## config.mk

```make
export PLATFORM = sky130hd
export DESIGN_NAME = memu_flat
export DESIGN_NICKNAME = d
export VERILOG_FILES = /design/src/rtl/memu_if.sv /design/src/rtl/memu.sv /design/src/flat_wrapper.sv
export SDC_FILE = /design/constraint.sdc
export NUM_CORES = 1
export LEC_CHECK = 0
export ABC_CLOCK_PERIOD_IN_PS = 4300
export CELL_PAD_IN_SITES_DETAIL_PLACEMENT = 0
export CELL_PAD_IN_SITES_GLOBAL_PLACEMENT = 1
export CORE_AREA = 3 3 263 265
export CTS_CLUSTER_DIAMETER = 40
export CTS_CLUSTER_SIZE = 30
export DETAILED_ROUTE_END_ITERATION = 6
export DIE_AREA = 0 0 266 268
export PLACE_DENSITY_LB_ADDON = 0.1
export SLEW_MARGIN = 10
export SYNTH_ARGS = -nofsm -noshare
export SYNTH_HDL_FRONTEND = slang
export SYNTH_SLANG_ARGS = --single-unit
```

## constraint.sdc

```tcl
create_clock -name clk -period 4.3 [get_ports clk]
set_input_delay 1.29 -clock clk [delete_from_list [all_inputs] [get_ports clk]]
set_output_delay 1.29 -clock clk [all_outputs]
set_load 0.1 [all_outputs]
```

## src/rtl/memu_if.sv

```systemverilog
// Data-bus handshake between the memory-access stage and the data memory:
// a held valid request answered by a single data_ok response.
interface memu_if #(
   parameter int XLEN      = 64,
   parameter int BUS_BYTES = 8
);
   logic                 dreq_valid_o;
   logic [XLEN-1:0]      dreq_addr_o;
   logic [2:0]           dreq_size_o;
   logic [BUS_BYTES-1:0] dreq_strobe_o;
   logic [XLEN-1:0]      dreq_data_o;
   logic                 dresp_data_ok_i;
   logic [XLEN-1:0]      dresp_data_i;

   modport master (
      output dreq_valid_o, dreq_addr_o, dreq_size_o, dreq_strobe_o, dreq_data_o,
      input  dresp_data_ok_i, dresp_data_i
   );

   modport slave (
      input  dreq_valid_o, dreq_addr_o, dreq_size_o, dreq_strobe_o, dreq_data_o,
      output dresp_data_ok_i, dresp_data_i
   );
endinterface

```

## src/rtl/memu.sv

```systemverilog
// Memory-access stage: issues aligned load/store requests on the data bus,
// stalls until data_ok, then extends load data for writeback.
module memu #(
   parameter int XLEN        = 64,
   parameter int BUS_BYTES   = 8,
   parameter int WBSEL_WIDTH = 2
) (
   input  logic                   clk,
   input  logic                   rst,
   input  logic [XLEN-1:0]        instaddr_i,
   input  logic [31:0]            inst_i,
   input  logic [WBSEL_WIDTH-1:0] WBsel_i,
   input  logic                   RFwe_i,
   input  logic [4:0]             rdaddr_i,
   input  logic [XLEN-1:0]        rd_wdata_i,
   input  logic                   DMre_i,
   input  logic                   DMwe_i,
   input  logic [2:0]             dreq_info_i,
   input  logic [XLEN-1:0]        mem_addr_i,
   input  logic [XLEN-1:0]        mem_wdata_i,
   memu_if.master                 bus,
   output logic                   stall_req_o,
   output logic                   misalign_o,
   output logic [XLEN-1:0]        instaddr_o,
   output logic [31:0]            inst_o,
   output logic [WBSEL_WIDTH-1:0] WBsel_o,
   output logic [4:0]             rdaddr_o,
   output logic                   RFwe_o,
   output logic [XLEN-1:0]        rd_wdata_o
);
   localparam int OFFW = $clog2(BUS_BYTES);

   typedef enum logic [1:0] {IDLE, REQ, DONE} state_t;

   state_t               state;
   logic [XLEN-1:0]      load_data;
   logic                 mem_op;
   logic                 is_load;
   logic                 aligned;
   logic                 start;
   logic                 misaligned;
   logic                 sgn;
   logic [1:0]           size;
   logic [OFFW-1:0]      offset;
   logic [BUS_BYTES-1:0] size_mask;
   logic [BUS_BYTES-1:0] strobe;
   logic [XLEN-1:0]      wdata_lane;
   logic [XLEN-1:0]      load_shift;
   logic [XLEN-1:0]      load_ext;

   always_comb begin
      mem_op  = DMre_i | DMwe_i;
      is_load = DMre_i & ~DMwe_i;
      size    = dreq_info_i[1:0];
      offset  = mem_addr_i[OFFW-1:0];
      case (size)
         2'd0:    aligned = 1'b1;
         2'd1:    aligned = ~mem_addr_i[0];
         2'd2:    aligned = (mem_addr_i[1:0] == 2'b00);
         default: aligned = (mem_addr_i[2:0] == 3'b000);
      endcase
      start      = (state == IDLE) & mem_op & aligned;
      misaligned = (state == IDLE) & mem_op & ~aligned;
      for (int i = 0; i < BUS_BYTES; i++) begin
         size_mask[i] = (i < (1 << size));
      end
      strobe     = DMwe_i ? (size_mask << offset) : '0;
      wdata_lane = mem_wdata_i << {offset, 3'b000};
   end

   // Extraction uses the frozen request address/size, so it stays valid in DONE.
   always_comb begin
      sgn        = ~dreq_info_i[2];
      load_shift = load_data >> {bus.dreq_addr_o[OFFW-1:0], 3'b000};
      case (bus.dreq_size_o[1:0])
         2'd0:    load_ext = {{(XLEN-8){sgn & load_shift[7]}}, load_shift[7:0]};
         2'd1:    load_ext = {{(XLEN-16){sgn & load_shift[15]}}, load_shift[15:0]};
         2'd2:    load_ext = {{(XLEN-32){sgn & load_shift[31]}}, load_shift[31:0]};
         default: load_ext = load_shift;
      endcase
   end

   always_comb begin
      stall_req_o = (state == REQ) | start;
      instaddr_o  = instaddr_i;
      inst_o      = inst_i;
      WBsel_o     = WBsel_i;
      rdaddr_o    = rdaddr_i;
      RFwe_o      = RFwe_i & ~misaligned;
      rd_wdata_o  = ((state == DONE) && is_load) ? load_ext : rd_wdata_i;
   end

   always_ff @(posedge clk or negedge rst) begin
      if (!rst) begin
         state             <= IDLE;
         bus.dreq_valid_o  <= 1'b0;
         bus.dreq_addr_o   <= '0;
         bus.dreq_size_o   <= '0;
         bus.dreq_strobe_o <= '0;
         bus.dreq_data_o   <= '0;
         load_data         <= '0;
         misalign_o        <= 1'b0;
      end else begin
         misalign_o <= misaligned;
         case (state)
            IDLE: begin
               if (start) begin
                  state             <= REQ;
                  bus.dreq_valid_o  <= 1'b1;
                  bus.dreq_addr_o   <= mem_addr_i;
                  bus.dreq_size_o   <= {1'b0, size};
                  bus.dreq_strobe_o <= strobe;
                  bus.dreq_data_o   <= wdata_lane;
               end
            end
            REQ: begin
               if (bus.dresp_data_ok_i) begin
                  bus.dreq_valid_o <= 1'b0;
                  load_data        <= bus.dresp_data_i;
                  state            <= DONE;
               end
            end
            DONE:    state <= IDLE;
            default: state <= IDLE;
         endcase
      end
   end
endmodule

```

## src/flat_wrapper.sv

```systemverilog
// flat-port wrapper written by rule: the top's interface ports become plain ports
module memu_flat 
#(
   parameter int XLEN        = 64,
   parameter int BUS_BYTES   = 8,
   parameter int WBSEL_WIDTH = 2
)
  (clk, rst, instaddr_i, inst_i, WBsel_i, RFwe_i, rdaddr_i, rd_wdata_i, DMre_i, DMwe_i, dreq_info_i, mem_addr_i, mem_wdata_i, stall_req_o, misalign_o, instaddr_o, inst_o, WBsel_o, rdaddr_o, RFwe_o, rd_wdata_o, bus_dreq_valid_o, bus_dreq_addr_o, bus_dreq_size_o, bus_dreq_strobe_o, bus_dreq_data_o, bus_dresp_data_ok_i, bus_dresp_data_i);
  memu_if #(.XLEN(XLEN), .BUS_BYTES(BUS_BYTES)) bus_i ();
  input  logic clk;
  input  logic rst;
  input  logic [XLEN-1:0] instaddr_i;
  input  logic [31:0] inst_i;
  input  logic [WBSEL_WIDTH-1:0] WBsel_i;
  input  logic RFwe_i;
  input  logic [4:0] rdaddr_i;
  input  logic [XLEN-1:0] rd_wdata_i;
  input  logic DMre_i;
  input  logic DMwe_i;
  input  logic [2:0] dreq_info_i;
  input  logic [XLEN-1:0] mem_addr_i;
  input  logic [XLEN-1:0] mem_wdata_i;
  output logic stall_req_o;
  output logic misalign_o;
  output logic [XLEN-1:0] instaddr_o;
  output logic [31:0] inst_o;
  output logic [WBSEL_WIDTH-1:0] WBsel_o;
  output logic [4:0] rdaddr_o;
  output logic RFwe_o;
  output logic [XLEN-1:0] rd_wdata_o;
  output wire logic [$bits(bus_i.dreq_valid_o)-1:0] bus_dreq_valid_o;
  output wire logic [$bits(bus_i.dreq_addr_o)-1:0] bus_dreq_addr_o;
  output wire logic [$bits(bus_i.dreq_size_o)-1:0] bus_dreq_size_o;
  output wire logic [$bits(bus_i.dreq_strobe_o)-1:0] bus_dreq_strobe_o;
  output wire logic [$bits(bus_i.dreq_data_o)-1:0] bus_dreq_data_o;
  input wire logic [$bits(bus_i.dresp_data_ok_i)-1:0] bus_dresp_data_ok_i;
  input wire logic [$bits(bus_i.dresp_data_i)-1:0] bus_dresp_data_i;
  assign bus_dreq_valid_o = bus_i.dreq_valid_o;
  assign bus_dreq_addr_o = bus_i.dreq_addr_o;
  assign bus_dreq_size_o = bus_i.dreq_size_o;
  assign bus_dreq_strobe_o = bus_i.dreq_strobe_o;
  assign bus_dreq_data_o = bus_i.dreq_data_o;
  assign bus_i.dresp_data_ok_i = bus_dresp_data_ok_i;
  assign bus_i.dresp_data_i = bus_dresp_data_i;
  memu #(.XLEN(XLEN), .BUS_BYTES(BUS_BYTES), .WBSEL_WIDTH(WBSEL_WIDTH)) u_core (.clk(clk), .rst(rst), .instaddr_i(instaddr_i), .inst_i(inst_i), .WBsel_i(WBsel_i), .RFwe_i(RFwe_i), .rdaddr_i(rdaddr_i), .rd_wdata_i(rd_wdata_i), .DMre_i(DMre_i), .DMwe_i(DMwe_i), .dreq_info_i(dreq_info_i), .mem_addr_i(mem_addr_i), .mem_wdata_i(mem_wdata_i), .bus(bus_i), .stall_req_o(stall_req_o), .misalign_o(misalign_o), .instaddr_o(instaddr_o), .inst_o(inst_o), .WBsel_o(WBsel_o), .rdaddr_o(rdaddr_o), .RFwe_o(RFwe_o), .rd_wdata_o(rd_wdata_o));
endmodule
```

* Yosys cells after proc, flatten, opt, wreduce, memory -nomap -nowiden *
Cells that the tools add are included.

storage, ports and cells
  register bits = 206
  input bits = 368
  output and inout bits = 310
  word-level logic and storage cells = 64

cells by class
  magnitude comparators = 8
  eq/ne operators = 8
  shift-type cells = 4
  muxes and demuxes = 10
  bitwise operators = 15
  reduce and logical (&&, ||, !) cells = 11

operator list
  operator                number
  $pmux W64 S3            1
  $lt A4 B32 Y1 const A   4
  $lt A3 B32 Y1 const A   2
  $mux W64                1
  $shl A64 B6 Y64         1
  $shr A64 B6 Y64         1
  $lt A1 B32 Y1 const A   1
  $lt A2 B32 Y1 const A   1
  $shl A1 B2 Y32 const A  1
  $and A1 B1 Y1           8
  $logic_not A2 Y1        4
  $mux W8                 1
  $shl A8 B3 Y8           1
  $eq A2 B1 Y1 const B    3
  $eq A2 B2 Y1 const B    3
  $reduce_and A2 Y1       3
  $not A1 Y1              5
  $mux W2                 2
  $pmux W2 S2             1
  $logic_not A3 Y1        1
  $pmux W1 S3             1
  $reduce_and A3 Y1       1
  $mux W1                 2
  $ne A2 B1 Y1 const B    1
  other kinds (5)         6

* Longest topological paths before layout *
Gate-level depths: netlist (run 1).

  word-level depth = 6
  depth in mapped cells = 9
  gate-level depth less buffers = 5

* Least setup slack after synthesis (run 1) *
No wires, ideal clock.

  path type = register -> output
  start point = register u_core.bus.dreq_addr_o[2]
  end point = output rd_wdata_o[0]
  arrival = 4209 ps
  required time = 3010 ps
  slack = -1199 ps
  cell stages (with the launch flop) = 7
  buffers on the path = 4
  cell sequence = dfrtp_1 > buf_2 > buf_2 > buf_2 > clkbuf_1 > a31oi_1 > o21ai_0

on the way
  word-level cells in the longest chain between the ends = 3

ends and longest elaborated chain
  item                      line                source
  start: declaration        memu_if.sv:16       output dreq_valid_o, dreq_addr_o, dreq_size_o, dreq_strobe_o, dreq_data_o,
  start signal: assignment  memu.sv:110         bus.dreq_addr_o <= mem_addr_i;
  $shr A64 B6 Y64           memu.sv:74          load_shift = load_data >> {bus.dreq_addr_o[OFFW-1:0], 3'b000};
  $pmux W64 S3              memu.sv:75          case (bus.dreq_size_o[1:0])
  $mux W64                  memu.sv:90          rd_wdata_o = ((state == DONE) && is_load) ? load_ext : rd_wdata_i;
  end: declaration          flat_wrapper.sv:30  output logic [XLEN-1:0] rd_wdata_o;

No other way between the ends.

* Worst setup path in the final report (run 1) *
  start point = input DMre_i
  end point = output rd_wdata_o[53]

on the way
  word-level cells in the longest chain between the ends = 3

ends and longest elaborated chain
  item                 line                source
  start: declaration   flat_wrapper.sv:18  input logic DMre_i;
  $and A1 B1 Y1        memu.sv:53          is_load = DMre_i & ~DMwe_i;
  $logic_and A1 B1 Y1  memu.sv:90
  $mux W64             memu.sv:90

No other way between the ends.

==> results of run 1 <==
## registers in the layout (all words and copies together) (netlist names)
register                  flops
u_core.bus.dreq_strobe_o      8
u_core.load_data             64
u_core.bus.dreq_data_o       64
u_core.bus.dreq_valid_o       1
u_core.bus.dreq_size_o        2
u_core.bus.dreq_addr_o       64
u_core.misalign_o             1
u_core.state                  2
## cells in the final DEF (no fill, tap or decap), drive strengths merged, types with 37 or more instances in the layout
cell and instances:
a21oi 92, mux2 92, buf 170, a31oi 37, nor2 92, clkbuf 65, dfrtp 206, nand2 327
clkdlybuf4s50 374, mux2i 70, o21ai 83
## power by group
group / switching, uW / internal [uW]
clock: 1260 / 2730
combinational: 6290 / 2620
sequential: 783 / 2690
total: 8330 / 8040
## worst reg2reg max path, delay by kind of cell, from the launching register on
kind / cells / cell delay [ns]
simple gates: 2 / 0.16
mux: 1 / 0.44
flops: 1 / 0.41
buf+inv: 3 / 0.96
## Yosys cell counts, drive strengths merged, types with 5 or more instances
library cell	count	area share
a211o	7	0.0048
a211oi	26	0.016
a21oi	92	0.036
a22oi	9	0.0052
a31oi	37	0.018
a32oi	5	0.0040
and2	10	0.0049
buf	163	0.086
clkbuf	58	0.017
dfrtp	206	0.40
mux2	92	0.080
mux2i	70	0.054
mux4	28	0.049
nand2	327	0.095
nand2b	6	0.0029
nand4	5	0.0024
nor2	92	0.027
nor2b	29	0.014
nor3	6	0.0023
o21a	10	0.0058
o21ai	83	0.032
o31ai	26	0.015
o41ai	7	0.0048
## worst max-delay path by stage
stage	endpoint	slack (ns)	startpoint
finish	rd_wdata_o[53]	0.09	DMre_i
global route	rd_wdata_o[62]	-0.0002	u_core.bus.dreq_addr_o[1]
CTS	rd_wdata_o[55]	0.001	dreq_info_i[2]
detailed placement	rd_wdata_o[39]	-0.08	DMwe_i
global placement	rd_wdata_o[39]	-0.11	DMwe_i
floorplan	rd_wdata_o[22]	-0.27	u_core.bus.dreq_addr_o[1]
## layer usage
layer | vias to the layer above | global-route usage | wire (um)
met1 | 5855 | 0.216 | 26800
met2 | 518 | 0.275 | 28800
li1 | 5675 | - | -
met3 | 90 | 0.0767 | 6440
met5 | - | 0 | 26
met4 | 4 | 0.0579 | 1930
## per-stage QoR
stage	hold WS [ns]	instances
after floorplan	0.438	1434
after global placement	0.462	2620
after detailed placement	0.461	2620
after CTS	0.476	2722
after global routing	0.494	2731
final	0.472	2731
## cell families after synthesis
| logic type | share of synthesized area |
|---|---|
| flops | 0.400 |
| simple gates | 0.155 |
| buf+inv | 0.105 |
| other cells | 0.000291 |
| compound gates | 0.155 |
| mux | 0.184 |
## area by class of cell
type,instances,area [um^2],area share
clock buffer,65,1420,0.0671
clock inverter,28,364,0.0172
sequential,206,5160,0.244
antenna,6,15.0,0.000710
inverter,5,18.8,0.000888
multi-input combinational,1002,6980,0.330
timing repair buffer,546,6090,0.288
tap,873,1090,0.0517
## timing repair
action / 4_1_cts / 5_1_grt
setup buffers: 8 / 3
cloned: 1 / 0
setup endpoints to repair: 45 / 42
hold buffers: 0 / 0
resized for setup: 9 / 4
pin swaps: 1 / 0
hold endpoints to repair: 0 / 0
==> summary.txt, run 1 <==
Outcome
  – Status: completed

Placed design
  – Post-DP HPWL: between 40 and 50 mm
  – Port bufs: 470
  – Pre-CTS WS: -0.0802 ns
  – GP Congestion: 0.810
  – Area post-placement: approximately 19000 um^2

STA
  – Worst Skew: 0.0192 ns
  – Min Tclk post-route: 4.21 ns
  – Setup WS post-layout: 0.0947 ns
  – Final Setup Violations: 0
  – Hold violation total from the final report: 0
  – Setup TNS: 0 ns
  – Final worst-path cycle share: 0.978
  – Fmax: 238 MHz
  – Rel. slew slack: 0.265
  – Final-report max-slew violation count: 0
  – Worst slew pin tran: 1.10 ns

Setup path
  – CP Capture Type: output port
  – CP cell instances: clkdlybuf4s50_1 -> and3_4 -> buf_4 -> buf_4 -> nor2_1 -> a21oi_4 -> buf_12
  – WP buf/inv: 4
  – Critical path depth: 7
  – R2R Path End: u_core.bus.dreq_addr_o[26]
  – RR Startpoint: u_core.state[1]
  – Most frequent CP cell: buf_4
  – CP max FO: 9
  – Crit-path slowest cell: clkdlybuf4s50_1
  – Worst Setup Start Kind: input pin
  – Critical path arrival: ~3 ns
  – Crit path max-delay family: buffers and inverters
  – Largest stage delay on the critical path: 0.54 ns
  – FF-to-FF path depth: 6
  – Crit Path Class: input pin to output port
  – Worst R2R Setup Slack: 2.22 ns
  – Data required, critical path: 3.01 ns

Clocking
  – Root buf cell: clkbuf_16
  – Clk buf depth: 3
  – CTS Buf Count: 50
  – Worst-Skew Late Latency: 0.56 ns
  – H-tree levels: 2
  – Reg clk slew, reported paths: about 0.050 ns
  – TritonCTS sink count: roughly 210
  – CTS tree: yes

Pwr
  – Lkg Pwr: 0.00882 uW
  – Cell Pwr Density: 774 nW/um^2
  – Max VDD drop: 584 uV
  – Tot Pwr: roughly 16000 uW

Yosys
  – Yosys warns: 0
  – Post-synthesis sequential area ratio: 0.400
  – Yosys cell types: 51
  – Post-synth EDFFs: 0
  – Main synth FF type: dfrtp_1
  – Mapped Nets: 1802
  – Synthesized flop and latch total: around 200
  – Cells after synthesis: 1434
  – Synth Cell Area: 12900 um^2
  – Post-synth ARST share: 1.00
  – Syn avg cell area: 8.98 um^2

Floorplan
  – FP Rows: 95
  – Die Y: ~270 um
  – Die Outline Area: 71300 um^2
  – IO Count: 678
  – Core Area: around 67000 um^2
  – Die W: 266 um
  – Initial core utilization: 0.192

Detailed routing
  – Vias post-DR: 12100
  – Vias per cell: 4.45
  – DR DRC count: 0
  – Starting DRT DRC Count: 642
  – DR pass1 iterations: 4
  – Drt total wl: 64.0 mm
  – DRT antenna net count: 0
  – Routed len/inst: about 23 um

Finish
  – Ratio of cells with drive above 1 in the final layout: 0.247
  – Layout filler cell count: 7000
  – Synth-to-Final Area Change: 64.2%
  – Fin nets: approximately 2200
  – Final Cell Area: 21100 um^2
  – Final Util: 0.315

Worst hold path
  – Hold Path End: u_core.load_data[11]
  – Min-Delay Path Class: flop to flop
  – Min-Delay Startpoint: u_core.load_data[11]
  – WHS Path Cells: 2

Global route
  – Largest net degree at the start of global routing: 96
  – GRT Total Usage: 0.175
  – Antenna violations before repair: 9
  – Total gr overflow: 0
  – Vias in the first global route: about 13000
  – First-pass GRT wire length: 92.3 mm

Run
  – Maxcap violations: 0
No activity file was read; power rests on OpenSTA's default activity.
==> run 2: changes to the inputs <==
- CELL_PAD_IN_SITES_GLOBAL_PLACEMENT: 1 -> 2
- CORE_AREA: 3 3 263 265 -> 3 3 265 267
- DIE_AREA: 0 0 266 268 -> 0 0 268 270
- TNS_END_PERCENT: default -> 10
==> summary.txt, run 2 (synthesis results as in run 1) <==
Placed design
  – GP Congestion: 0.770 (-4.9%)
  – Dpl cells: 2625 (+0.19%)
  – Pre-CTS WS: -0.0847 ns (-0.00449 ns)
  – Port bufs: 470 (unchanged)
  – Area post-placement: 18800 um^2 (-1.9%)
  – Post-DP HPWL: 48.4 mm (-2.2%)

Setup path
  – CP Capture Type: output port
  – CP max FO: 11 (+2)
  – Critical path arrival: 2.95 ns (+0.03 ns)
  – RR Startpoint: u_core.state[0]
  – Worst Setup Start Kind: input pin
  – Worst R2R Setup Slack: 2.07 ns (-0.15 ns)
  – R2R Path End: u_core.bus.dreq_strobe_o[2]
  – Data required, critical path: 3.01 ns (about the same)
  – FF-to-FF path depth: 6 (unchanged)
  – Crit Path Class: input pin to output port

Clocking
  – Worst-Skew Late Latency: 0.57 ns (about the same)
  – H-tree levels: 2 (unchanged)
  – # hold bufs at CTS: 0 (unchanged)
  – Clk buf depth: 3 (unchanged)
  – Reg clk slew, reported paths: 0.05 ns (about the same)
  – CTS Buf Count: 49 (-2.0%)
  – TritonCTS sink count: 206 (unchanged)
  – Root buf cell: clkbuf_16
  – CTS tree: yes

STA
  – Final-report max-slew violation count: 0 (unchanged)
  – Rel. slew slack: 0.278 (+0.0130)
  – WHS: 0.471 ns (-0.00122 ns)
  – Worst Skew: 0.0254 ns (+0.00627 ns)
  – Min Tclk post-route: 4.24 ns (+0.0318 ns)
  – Hold violation total from the final report: 0 (unchanged)
  – Final Setup Violations: 0 (unchanged)
  – Fmax: 236 MHz (-0.75%)
  – Worst slew pin tran: 1.08 ns (-0.0194 ns)
  – Setup WS post-layout: 0.0630 ns (-0.0318 ns)
  – Final worst-path cycle share: 0.985 (+0.00738)

Finish
  – Most common cell after layout, fill and taps aside: clkdlybuf4s50_1
  – Ratio of cells with drive above 1 in the final layout: 0.242 (-0.00530)
  – Final Cell Area: 20700 um^2 (-2.0%)
  – Most frequent cells in the layout: 370 x clkdlybuf4s50_1, 327 x nand2_1, 203 x dfrtp_1, 92 x mux2_2, 90 x nor2_1
  – Synth-to-Final Area Change: 60.8%
  – Fin nets: 2172 (-0.32%)
  – Largest registers: u_core.bus.dreq_addr_o: 64 flops, u_core.bus.dreq_data_o: 64 flops, u_core.load_data: 64 flops
  – Layout filler cell count: 7197 (+2.8%)
  – Fin cells: 2730 (-0.037%)

Detailed routing
  – Vias per cell: 4.35 (-2.1%)
  – Vias post-DR: 11900 (-2.2%)
  – DR DRC count: 0 (unchanged)
  – Starting DRT DRC Count: 598 (-6.9%)
  – Drt total wl: 62.6 mm (-2.3%)
  – DRT antenna net count: 0 (unchanged)
  – DR pass1 iterations: 7 (+3)
  – Routed len/inst: 22.9 um (-2.3%)

Pwr
  – Lkg Pwr: 0.00870 uW (-1.4%)
  – Cell Pwr Density: 777 nW/um^2 (+0.33%)
  – Max VDD drop: 519 uV (-11%)

Global route
  – Vias in the first global route: 12700 (-3.1%)
  – First-pass GRT wire length: 91.1 mm (-1.3%)
  – GRT Total Usage: 0.169 (-0.00565)
  – Antenna violations before repair: 12 (+3)
  – Largest net degree at the start of global routing: 98 (+2.1%)
  – Total gr overflow: 0 (unchanged)

Floorplan
  – Die Y: 270 um (+0.75%)
  – Die Outline Area: 72400 um^2 (+1.5%)
  – Die W: 268 um (+0.75%)
  – IO Count: 678 (unchanged)
  – Core Area: 68300 um^2 (+1.9%)
  – FP Rows: 96 (+1.1%)
  – Initial core utilization: 0.188 (-0.00367)

Worst hold path
  – WHS Path Cells: 2 (unchanged)
  – Min-Delay Path Class: flop to flop
  – Hold Path End: u_core.load_data[0]
  – Min-Delay Startpoint: u_core.load_data[0]

Outcome
  – Status: completed

Run
  – Maxcap violations: 0 (unchanged)
[run 2: cell types whose count changed in the layout (fill, tap and decap cells not counted), sizes merged]
| cell | previous run | this run |
|---|---|---|
| dlymetal6s2s | 1 | 0 |
| clkinv | 16 | 12 |
| dlygate4sd2 | 1 | 0 |
| bufbuf | 0 | 1 |
| clkinvlp | 6 | 5 |
| inv | 4 | 5 |
| clkdlybuf4s50 | 374 | 370 |
| buf | 170 | 169 |
| diode | 6 | 5 |
| bufinv | 7 | 8 |
[run 2: metal layers]
| layer | GRT usage | share of wire |
|---|---|---|
| met1 | 0.214 | 0.43 |
| met2 | 0.260 | 0.45 |
| met3 | 0.0768 | 0.099 |
| met4 | 0.0469 | 0.023 |
| met5 | 0 | 0.0012 |
[run 2: report_power, final]
group          leakage, uW  total, uW  internal (uW)  switching (uW)
logic              0.00529       8660           2550            6110
registers          0.00256       3470           2700             779
clock network     0.000846       3950           2720            1230
[run 2: worst max path at each step]
stage | endpoint | depth (start not counted) | slack [ns] | startpoint
6_report | rd_wdata_o[22] | 8 | 0.06 | DMwe_i
5_1_grt | rd_wdata_o[31] | 8 | -0.02 | DMwe_i
4_1_cts | rd_wdata_o[41] | 7 | -0.006 | u_core.bus.dreq_addr_o[0]
3_5_place_dp | rd_wdata_o[9] | 7 | -0.08 | dreq_info_i[2]
3_3_place_gp | rd_wdata_o[13] | 7 | -0.07 | dreq_info_i[2]
2_1_floorplan | rd_wdata_o[2] | 4 | -0.42 | u_core.bus.dreq_addr_o[0]
[run 2: through the flow]
stage / util / TNS, ns / power, uW
after floorplan: - / -7.32 / 9740
after global placement: 0.275 / -0.269 / 12100
after detailed placement: 0.275 / -0.305 / 12100
after CTS: 0.302 / -0.0261 / 16300
after global routing: 0.303 / -0.0253 / 16900
final: 0.303 / 0 / 16100
[run 2: area by class of cell]
class / count / area, um^2 / area share
clock inverter: 25 / 379 / 0.0183
multi-input combinational: 1002 / 6670 / 0.322
sequential: 206 / 5160 / 0.249
antenna: 5 / 12.5 / 0.000604
inverter: 5 / 18.8 / 0.000906
tap: 882 / 1100 / 0.0533
clock buffer: 65 / 1380 / 0.0665
timing repair buffer: 540 / 5980 / 0.289
[run 2: repair_timing]
action / CTS / global route
cloned: 1 / 0
pin swaps: 1 / 0
buffers inserted: 2 / 7
gates resized for setup: 3 / 4
endpoints found under the setup margin: 36 / 34
[run 2: critical path, cell delays in order]
cell             delay (ns)
clkdlybuf4s50_1        0.51
nor2_2                 0.07
and3_2                 0.23
buf_12                 0.15
buf_4                  0.16
buf_4                  0.14
a31oi_2                0.18
buf_12                 0.21
